--- src/rtl/lut_12bit_1s_pkg.sv ---
// Shared widths and the nibble popcount table for the 12-bit ones counter.
package lut_12bit_1s_pkg;

    localparam int unsigned DATA_W   = 12;
    localparam int unsigned COUNT_W  = 4;
    localparam int unsigned NIBBLE_W = 4;
    localparam int unsigned NUM_NIB  = DATA_W / NIBBLE_W;
    localparam int unsigned PART_W   = 3;

    // Entry i holds the number of set bits in the 4-bit value i.
    localparam logic [PART_W-1:0] NIBBLE_POP_TABLE [16] = '{
        3'd0, 3'd1, 3'd1, 3'd2, 3'd1, 3'd2, 3'd2, 3'd3,
        3'd1, 3'd2, 3'd2, 3'd3, 3'd2, 3'd3, 3'd3, 3'd4
    };

endpackage

--- src/rtl/lut_12bit_1s_nibble_popcount_lut.sv ---
// Purely combinational 16-entry lookup: number of 1s in a 4-bit nibble.
module nibble_popcount_lut
    import lut_12bit_1s_pkg::*;
(
    input  logic [NIBBLE_W-1:0] nibble_i,
    output logic [PART_W-1:0]   pop_o
);

    assign pop_o = NIBBLE_POP_TABLE[nibble_i];

endmodule

--- src/rtl/lut_12bit_1s.sv ---
// Registered 12-bit population count built from three nibble lookups and an adder.
module lut_12bit_1s
    import lut_12bit_1s_pkg::*;
(
    input  logic               clk,
    input  logic               rst_n,
    input  logic               in_valid,
    input  logic [DATA_W-1:0]  bits,
    output logic [COUNT_W-1:0] count,
    output logic               out_valid
);

    logic [PART_W-1:0]  part [NUM_NIB];
    logic [COUNT_W-1:0] sum;
    logic [COUNT_W-1:0] count_d, count_q;
    logic               out_valid_d, out_valid_q;

    for (genvar g = 0; g < NUM_NIB; g++) begin : g_nib
        nibble_popcount_lut u_lut (
            .nibble_i (bits[g*NIBBLE_W +: NIBBLE_W]),
            .pop_o    (part[g])
        );
    end

    // Max 4+4+4 = 12 fits in 4 bits, so zero-extended partials never overflow.
    assign sum = {1'b0, part[0]} + {1'b0, part[1]} + {1'b0, part[2]};

    always_comb begin
        count_d     = count_q;
        out_valid_d = in_valid;
        if (in_valid) begin
            count_d = sum;
        end
    end

    always_ff @(posedge clk or negedge rst_n) begin
        if (!rst_n) begin
            count_q     <= '0;
            out_valid_q <= 1'b0;
        end else begin
            count_q     <= count_d;
            out_valid_q <= out_valid_d;
        end
    end

    assign count     = count_q;
    assign out_valid = out_valid_q;

endmodule

--- config.mk ---
export PLATFORM = sky130hd
export DESIGN_NAME = lut_12bit_1s
export DESIGN_NICKNAME = d
export VERILOG_FILES = /design/src/rtl/lut_12bit_1s_pkg.sv /design/src/rtl/lut_12bit_1s_nibble_popcount_lut.sv /design/src/rtl/lut_12bit_1s.sv
export SDC_FILE = /design/constraint.sdc
export NUM_CORES = 1
export LEC_CHECK = 0
export ABC_CLOCK_PERIOD_IN_PS = 1750
export BUFFER_PORTS_ARGS = -buffer_cell sky130_fd_sc_hd__buf_2
export CAP_MARGIN = 20
export CORE_AREA = 2 2 39 41
export CTS_BUF_LIST = sky130_fd_sc_hd__clkbuf_8
export DETAILED_ROUTE_END_ITERATION = 10
export DIE_AREA = 0 0 41 43
export PLACE_DENSITY_LB_ADDON = 0.1
export SLEW_MARGIN = 25
export SYNTH_ARGS = -nofsm -noshare
export SYNTH_HDL_FRONTEND = slang
export SYNTH_SLANG_ARGS = --single-unit
--- constraint.sdc ---
create_clock -name clk -period 1.75 [get_ports clk]
set_clock_uncertainty 0.1 [all_clocks]
set_input_delay 0.2625 -clock clk [delete_from_list [all_inputs] [get_ports clk]]
set_output_delay 0.2625 -clock clk [all_outputs]
set_load 0.01 [all_outputs]
==> impl_summary.log, run 1 <==
INFO  metric grt_first_pass_wirelength = roughly 1600 um
INFO  metric maxCapViolations = 0
INFO  metric cts_setup_buffers = 0
INFO  metric worstPathArrival = between 2000 and 2500 ps
INFO  metric clock_sink_count = 5
INFO  metric cts_inserted_buffers = 3
INFO  metric grt_antenna_before_repair = 0
INFO  metric layout.filler_cells = about 110
INFO  metric drt-initial-drc-count = 1
INFO  metric synth_simple_gate_area_share = 6.35%
INFO  metric fin_nets = between 100 and 150
INFO  metric worstHoldPathType = in2reg
INFO  metric violations = negative setup slack
INFO  metric run_status = complete, but fails checks
INFO  metric clock-root-buffer = sky130_fd_sc_hd__clkbuf_8
INFO  metric port_buffers = 19
INFO  metric htreeDepth = 1
INFO  metric end_kind = register
INFO  metric timing.reg2reg.worst_path_depth = 1
INFO  metric yosys.area_share.adder = 35.9%
INFO  metric cp_data_required_time = 1750 ps
INFO  metric synthesis.nets = 84
INFO  metric sequential_share_of_the_synthesized_area = about 22%
INFO  metric report.final.setup_viol = 3
INFO  metric drt.antenna.violating_nets = 0
INFO  metric wire_length_per_cell = between 10 and 15 um
INFO  metric floorplan.core_area = 1380 um2
INFO  metric finalCriticalPeriod = around 2200 ps
INFO  metric pin_count_of_the_biggest_net_entering_global_routing = 7
INFO  metric synth_compound_area_share = about 6.6%
INFO  metric io_pins = 20
INFO  metric tns = -1030 ps
INFO  metric seqCellArea = ~130 um2
INFO  metric gp_congestion = ~0.66
INFO  metric count_of_cells_along_the_worst_hold_path = 1
INFO  metric grt_pass1_vias = 432
INFO  metric drive_above_1_share = between 60% and 70%
INFO  metric synth-xor-area-share = between 10% and 20%
INFO  metric synth.area.mux_share = ~12%
INFO  metric detail_route.first_pass.iterations = 2
INFO  metric timing.critical_path.fanout_max = 3
INFO  metric ant_diodes = 0
INFO  metric die_area = between 1500 and 2000 um2
INFO  metric drc_errors = 0
INFO  metric clk_pin_slew = 40 ps
INFO  metric die_w = between 40 and 50 um
INFO  metric timing.final.hold_violations = 0
INFO  metric cts_tree = built
INFO  metric floorplan.rows = 14
INFO  metric worst_slack = -484 ps
INFO  metric post_synthesis_to_final_layout_area_growth = 63.2%
INFO  metric vias_per_cell = about 4.6
INFO  metric finalCritPeriodShare = 128%
INFO  metric worst_pin_slew = approximately 230 ps
INFO  metric flip_flop_and_latch_count_after_synthesis = 5
INFO  metric initial_utilization = between 40% and 50%
INFO  metric max_freq = ~450 MHz
INFO  metric clock_insertion_delay_worst_skew = ~220 ps
INFO  metric die_h = about 43 um
INFO  metric syn-cell-area = around 570 um2
INFO  metric hpwlAfterDp = about 850 um
INFO  metric detailroute.via_count = 460
INFO  metric worst_slew_margin_rel = between 80 and 90%
INFO  metric crit_path_launch_type = input pin
INFO  metric clk_path_buf_depth = 2
INFO  metric multi_input_area = 526 um2
INFO  metric synth_top_family_by_area = adder cells
INFO  metric layout_commonest_cell = sky130_fd_sc_hd__buf_2
INFO  metric mostFrequentLayoutCells = sky130_fd_sc_hd__buf_2, sky130_fd_sc_hd__inv_1, sky130_fd_sc_hd__dfrtp_1
INFO  metric p_leak = approximately 0.46 nW
INFO  metric yosys_warnings = 0
INFO  metric syn-mean-instance-area = around 10 um2
INFO  metric pwr_density_cell = 795 nW/um2
INFO  metric setup.worst_path.class = in2reg
INFO  metric grt_usage = 12.7%
INFO  metric slew_viol_final = 0
INFO  metric power.ir.vdd_worst = roughly 0.33 mV
INFO  metric rsz0062_at_grt = true
INFO  metric routed_wirelength = between 900 and 1000 um
INFO  metric fin_util = a little under 70%
INFO  metric netlist_instances = 55
INFO  metric overflow = 0
INFO  metric synthDistinctLibCells = 18
## worst paths after layout
path	startpoint	to	slack [ps]
max in group asynchronous	rst_n	count[3]	1130
setup reg to reg	count[0]	count[0]	900
min in group asynchronous	rst_n	count[0]	290
hold / removal	in_valid	out_valid	160
hold reg to reg	count[2]	count[2]	410
setup / recovery	bits[4]	count[2]	-480
## area by class of cell
| cell class | count | area share (%) |
|---|---|---|
| tap | 16 | 2.14 |
| clock buffer | 3 | 4.42 |
| clock inverter | 1 | 0.402 |
| multi-input combinational | 40 | 56.3 |
| sequential | 5 | 13.4 |
| inverter | 10 | 6.17 |
| timing repair buffer | 24 | 17.2 |
## per-stage QoR
stage / power (mW) / std cells / area (um2) / setup slack (ps) / hold WS (ps)
after floorplan: 0.397 / 55 / 656 / -598 / -133
after global placement: 0.509 / 94 / 801 / -829 / -21.8
after detailed placement: 0.516 / 94 / 801 / -843 / -18.5
after CTS: 0.729 / 99 / 877 / -515 / 156
after global routing: 0.802 / 99 / 933 / -525 / 157
final: 0.742 / 99 / 933 / -484 / 157
## power breakdown
group	total [mW]	switching (mW)	internal, mW
sequential	0.179	0.0205	0.158
combinational	0.362	0.154	0.207
clock	0.202	0.0520	0.150
total	0.742	0.227	0.516
## Yosys cell counts
library cell / n / area, um2
sky130_fd_sc_hd__inv_1: 10 / 37.5
sky130_fd_sc_hd__xnor2_1: 7 / 61.3
sky130_fd_sc_hd__o21ai_0: 1 / 5.00
sky130_fd_sc_hd__nand2_1: 1 / 3.75
sky130_fd_sc_hd__nor2_1: 2 / 7.51
sky130_fd_sc_hd__ha_1: 10 / 125
sky130_fd_sc_hd__and3_2: 1 / 7.51
sky130_fd_sc_hd__a211oi_1: 1 / 7.51
sky130_fd_sc_hd__a21oi_1: 2 / 10.0
sky130_fd_sc_hd__fa_1: 4 / 80.1
sky130_fd_sc_hd__nor3_1: 1 / 5.00
sky130_fd_sc_hd__o21ai_2: 1 / 8.76
sky130_fd_sc_hd__a31oi_1: 1 / 6.26
sky130_fd_sc_hd__mux2_4: 1 / 15.0
sky130_fd_sc_hd__and3_1: 2 / 12.5
sky130_fd_sc_hd__dfrtp_1: 5 / 125
sky130_fd_sc_hd__mux2i_1: 2 / 20.0
sky130_fd_sc_hd__mux2_2: 3 / 33.8
## cell families (layout without fill, tap and decap cells)
logic type | Yosys count | after routing
AO/OA/AOI/OAI | 6 | 6
XOR/XNOR | 7 | 7
adder cells (fa/ha/maj) | 14 | 14
buffers and inverters | 10 | 38
flip-flops | 5 | 5
multiplexers | 6 | 6
AND/OR/NAND/NOR | 7 | 7
## routing by layer
metal  wire length (um)  global-route usage (%)  up-vias
li1                   -                       -      232
met1                400                    14.4      214
met2                538                    22.8       14
met3                 56                    1.57        0
met4                  0                    4.00        0
met5                  0                       0        -
## worst max-delay path: stages
cell                      delay, ps
sky130_fd_sc_hd__buf_8          110
sky130_fd_sc_hd__ha_2           170
sky130_fd_sc_hd__mux2_4         250
sky130_fd_sc_hd__nand2_2         60
sky130_fd_sc_hd__o21ai_2         50
sky130_fd_sc_hd__fa_1           490
sky130_fd_sc_hd__inv_2           50
sky130_fd_sc_hd__ha_4           140
sky130_fd_sc_hd__fa_2           390
sky130_fd_sc_hd__mux2_4         260
## state kept, by name (all words and copies together), names as in the netlist
signal,flops
count,4
out_valid,1
## what timing repair did
action	in CTS	in global routing
hold buffers	1	0
gates resized for setup	7	11
endpoints found under the hold margin	5	0
pin swaps	5	4
setup endpoints to repair	4	4
Power figures use the tool's default switching activity.
==> run 2, diff against run 1 <==
ABC_CLOCK_PERIOD_IN_PS = 2850   (was 1750)
clock period = 2.85 ns   (was 1.75 ns; I/O delays follow)
==> run 2 against run 1 <==
Against the previous run:
- combinational power is 57% lower
- register-to-register slack improved by 1100 ps
- total power shrank 47%
- core utilization fell by 14 points
- cell area fell by 21%
- hold slack improved by 140 ps
- sequential share of layout area is 3.5 points higher
- sequential power fell by 40%
- die area is the same
- via count is 6.7% lower
- first-iteration DRC count up 100%
- largest power group unchanged
- the run now ends clean
- cell count is 4.0% lower
==> impl_summary.log, run 2 (same netlist as run 1, synthesis figures left out) <==
INFO  metric run_status = complete, no violations
INFO  metric pin_count_of_the_biggest_net_entering_global_routing = 7 (unchanged)
INFO  metric io_pins = 20 (unchanged)
INFO  metric drive_above_1_share = 35.4% (-28 points)
INFO  metric mostFrequentLayoutCells = sky130_fd_sc_hd__buf_2, sky130_fd_sc_hd__inv_1, sky130_fd_sc_hd__ha_1
INFO  metric path_cells = buf_2 -> inv_1 -> ha_1 -> mux2_4 -> nand2_1 -> o21ai_2 -> fa_1 -> inv_1 -> ha_1 -> fa_1 -> mux2_2
INFO  metric finalCriticalPeriod = around 2600 ps
INFO  metric ant_diodes = 0 (unchanged)
INFO  metric timing.final.hold_violations = 0 (unchanged)
INFO  metric reg2reg_from = count[1]
INFO  metric setup.worst_path.class = in2reg
INFO  metric maxCapViolations = 0 (unchanged)
INFO  metric clk_path_buf_depth = 2 (unchanged)
INFO  metric clk_pin_slew = 40 ps (about the same)
INFO  metric cp_data_required_time = 2860 ps (+1110 ps)
INFO  metric cell_with_the_largest_stage_delay_on_the_worst_path = sky130_fd_sc_hd__fa_1
INFO  metric drc_errors = 0 (unchanged)
INFO  metric end_kind = register
INFO  metric wire_length_per_cell = 9.43 um (-6.2%)
INFO  metric drt-initial-drc-count = 2 (+1)
INFO  metric grt_antenna_before_repair = 0 (unchanged)
INFO  metric rsz0062_at_grt = false
INFO  metric max_freq = just under 400 MHz
INFO  metric finish.cell_count_without_fillers = 95 (-4.0%)
INFO  metric die_w = 41 um (unchanged)
INFO  metric timing.critical_path.fanout_max = 3 (unchanged)
INFO  metric cts_resized = 0 (-7)
INFO  metric htreeDepth = 1 (unchanged)
INFO  metric grt_first_pass_wirelength = 1500 um (-5.3%)
INFO  metric tns = 0 ps (+1030 ps)
INFO  metric slew_viol_final = 0 (unchanged)
INFO  metric die_area = 1760 um2 (unchanged)
INFO  metric layout_commonest_cell = sky130_fd_sc_hd__buf_2
INFO  metric slowest_delay = 500 ps (about the same)
INFO  metric cts_inserted_buffers = 3 (unchanged)
INFO  metric clock-root-buffer = sky130_fd_sc_hd__clkbuf_8
INFO  metric post_synthesis_to_final_layout_area_growth = 29.8%
INFO  metric timing.reg2reg.worst_path_depth = 1 (unchanged)
INFO  metric cts_tree = built
INFO  metric count_of_cells_along_the_worst_hold_path = 1 (unchanged)
INFO  metric cts_setup_buffers = 0 (unchanged)
INFO  metric finalCritPeriodShare = between 90 and 100%
INFO  metric power.ir.vdd_worst = 0.336 mV (+0.97%)
INFO  metric reg2reg_setup_slack = 2010 ps (+1110 ps)
INFO  metric critical-path-top-delay-family = adder cells
INFO  metric routed_wirelength = 896 um (-9.9%)
INFO  metric floorplan.rows = 14 (unchanged)
INFO  metric pwr_density_cell = 526 nW/um2 (-34%)
INFO  metric fin_nets = 109 (-3.5%)
INFO  metric worst_slew_margin_rel = 81.6% (-3.2 points)
INFO  metric dpl.cell_count = 90 (-4.3%)
INFO  metric clock_sink_count = 5 (unchanged)
INFO  metric clock_insertion_delay_worst_skew = 220 ps (about the same)
INFO  metric p_leak = 0.401 nW (-12%)
INFO  metric min_delay_worst_endpoint = out_valid
INFO  metric worst_pin_slew = 274 ps (+46.4 ps)
INFO  metric report.final.setup_viol = 0 (-3)
INFO  metric port_buffers = 19 (unchanged)
INFO  metric floorplan.core_area = 1380 um2 (unchanged)
INFO  metric timing.critical_path.buf_inv = 3 (+1)
INFO  metric crit-reg2reg-capture = count[1]
INFO  metric worstHoldPathType = in2reg
INFO  metric largest_reg_flops = 4 (unchanged)
INFO  metric die_h = 43 um (unchanged)
INFO  metric launch_point_of_the_worst_hold_path = in_valid
INFO  metric detail_route.first_pass.iterations = 4 (+2)
INFO  metric detailroute.via_count = 429 (-6.7%)
INFO  metric worstPathArrival = 2590 ps (+360 ps)
INFO  metric initial_utilization = 41.3% (unchanged)
INFO  metric overflow = 0 (unchanged)
INFO  metric grt_usage = 13.5% (+0.75 points)
INFO  metric crit_path_launch_type = input pin
INFO  metric grt_pass1_vias = 402 (-6.9%)
INFO  metric vias_per_cell = 4.52 (-2.8%)
INFO  metric gp_congestion = 0.697 (+5.0%)
INFO  metric drt.antenna.violating_nets = 0 (unchanged)
==> run 2: area by class of cell <==
class                      count  area [um2]
clock inverter                 1        3.75
multi-input combinational     40         409
clock buffer                   3        41.3
inverter                      10        37.5
sequential                     5         125
timing repair buffer          20         105
tap                           16        20.0
fill                         144         642
==> run 2: metrics by stage <==
| step | hold slack [ps] | setup WS (ps) | area, um2 | power [mW] | util (%) |
|---|---|---|---|---|---|
| global placement | 145 | 29.0 | 687 | 0.264 | 49.6 |
| finish | 298 | 263 | 742 | 0.391 | 53.6 |
| detailed placement | 149 | 26.2 | 687 | 0.265 | 49.6 |
| global route | 302 | 138 | 742 | 0.426 | 53.6 |
| CTS | 294 | 260 | 742 | 0.397 | 53.6 |
| floorplan | 31.9 | 212 | 572 | 0.207 | - |
==> run 2: repair_timing <==
item                       4_1_cts  5_1_grt
setup endpoints to repair        0        0
hold buffers                     1        0
hold endpoints to repair         5        0
==> run 2: worst max path at each step <==
stage,startpoint,end,slack (ps),cells past startpoint
final,bits[4],count[2],260,11
after global routing,bits[4],count[2],140,11
after CTS,bits[4],count[2],260,11
after detailed placement,bits[4],count[2],30,11
after global placement,bits[4],count[2],30,11
after floorplan,bits[4],count[2],210,10
==> run 2: layer usage <==
layer	wire (um)	share of wire, %	GRT usage (%)
met1	407	45	14.6
met4	10	1.1	6.00
met2	406	45	20.3
met5	0	0	0
met3	72	8.0	7.85
==> run 2: report_power, final <==
part           switching, mW  internal, mW  total [mW]
Clock                 0.0363        0.0924       0.129
Sequential            0.0104        0.0971       0.108
Combinational         0.0738        0.0805       0.154
Total                  0.121         0.270       0.391
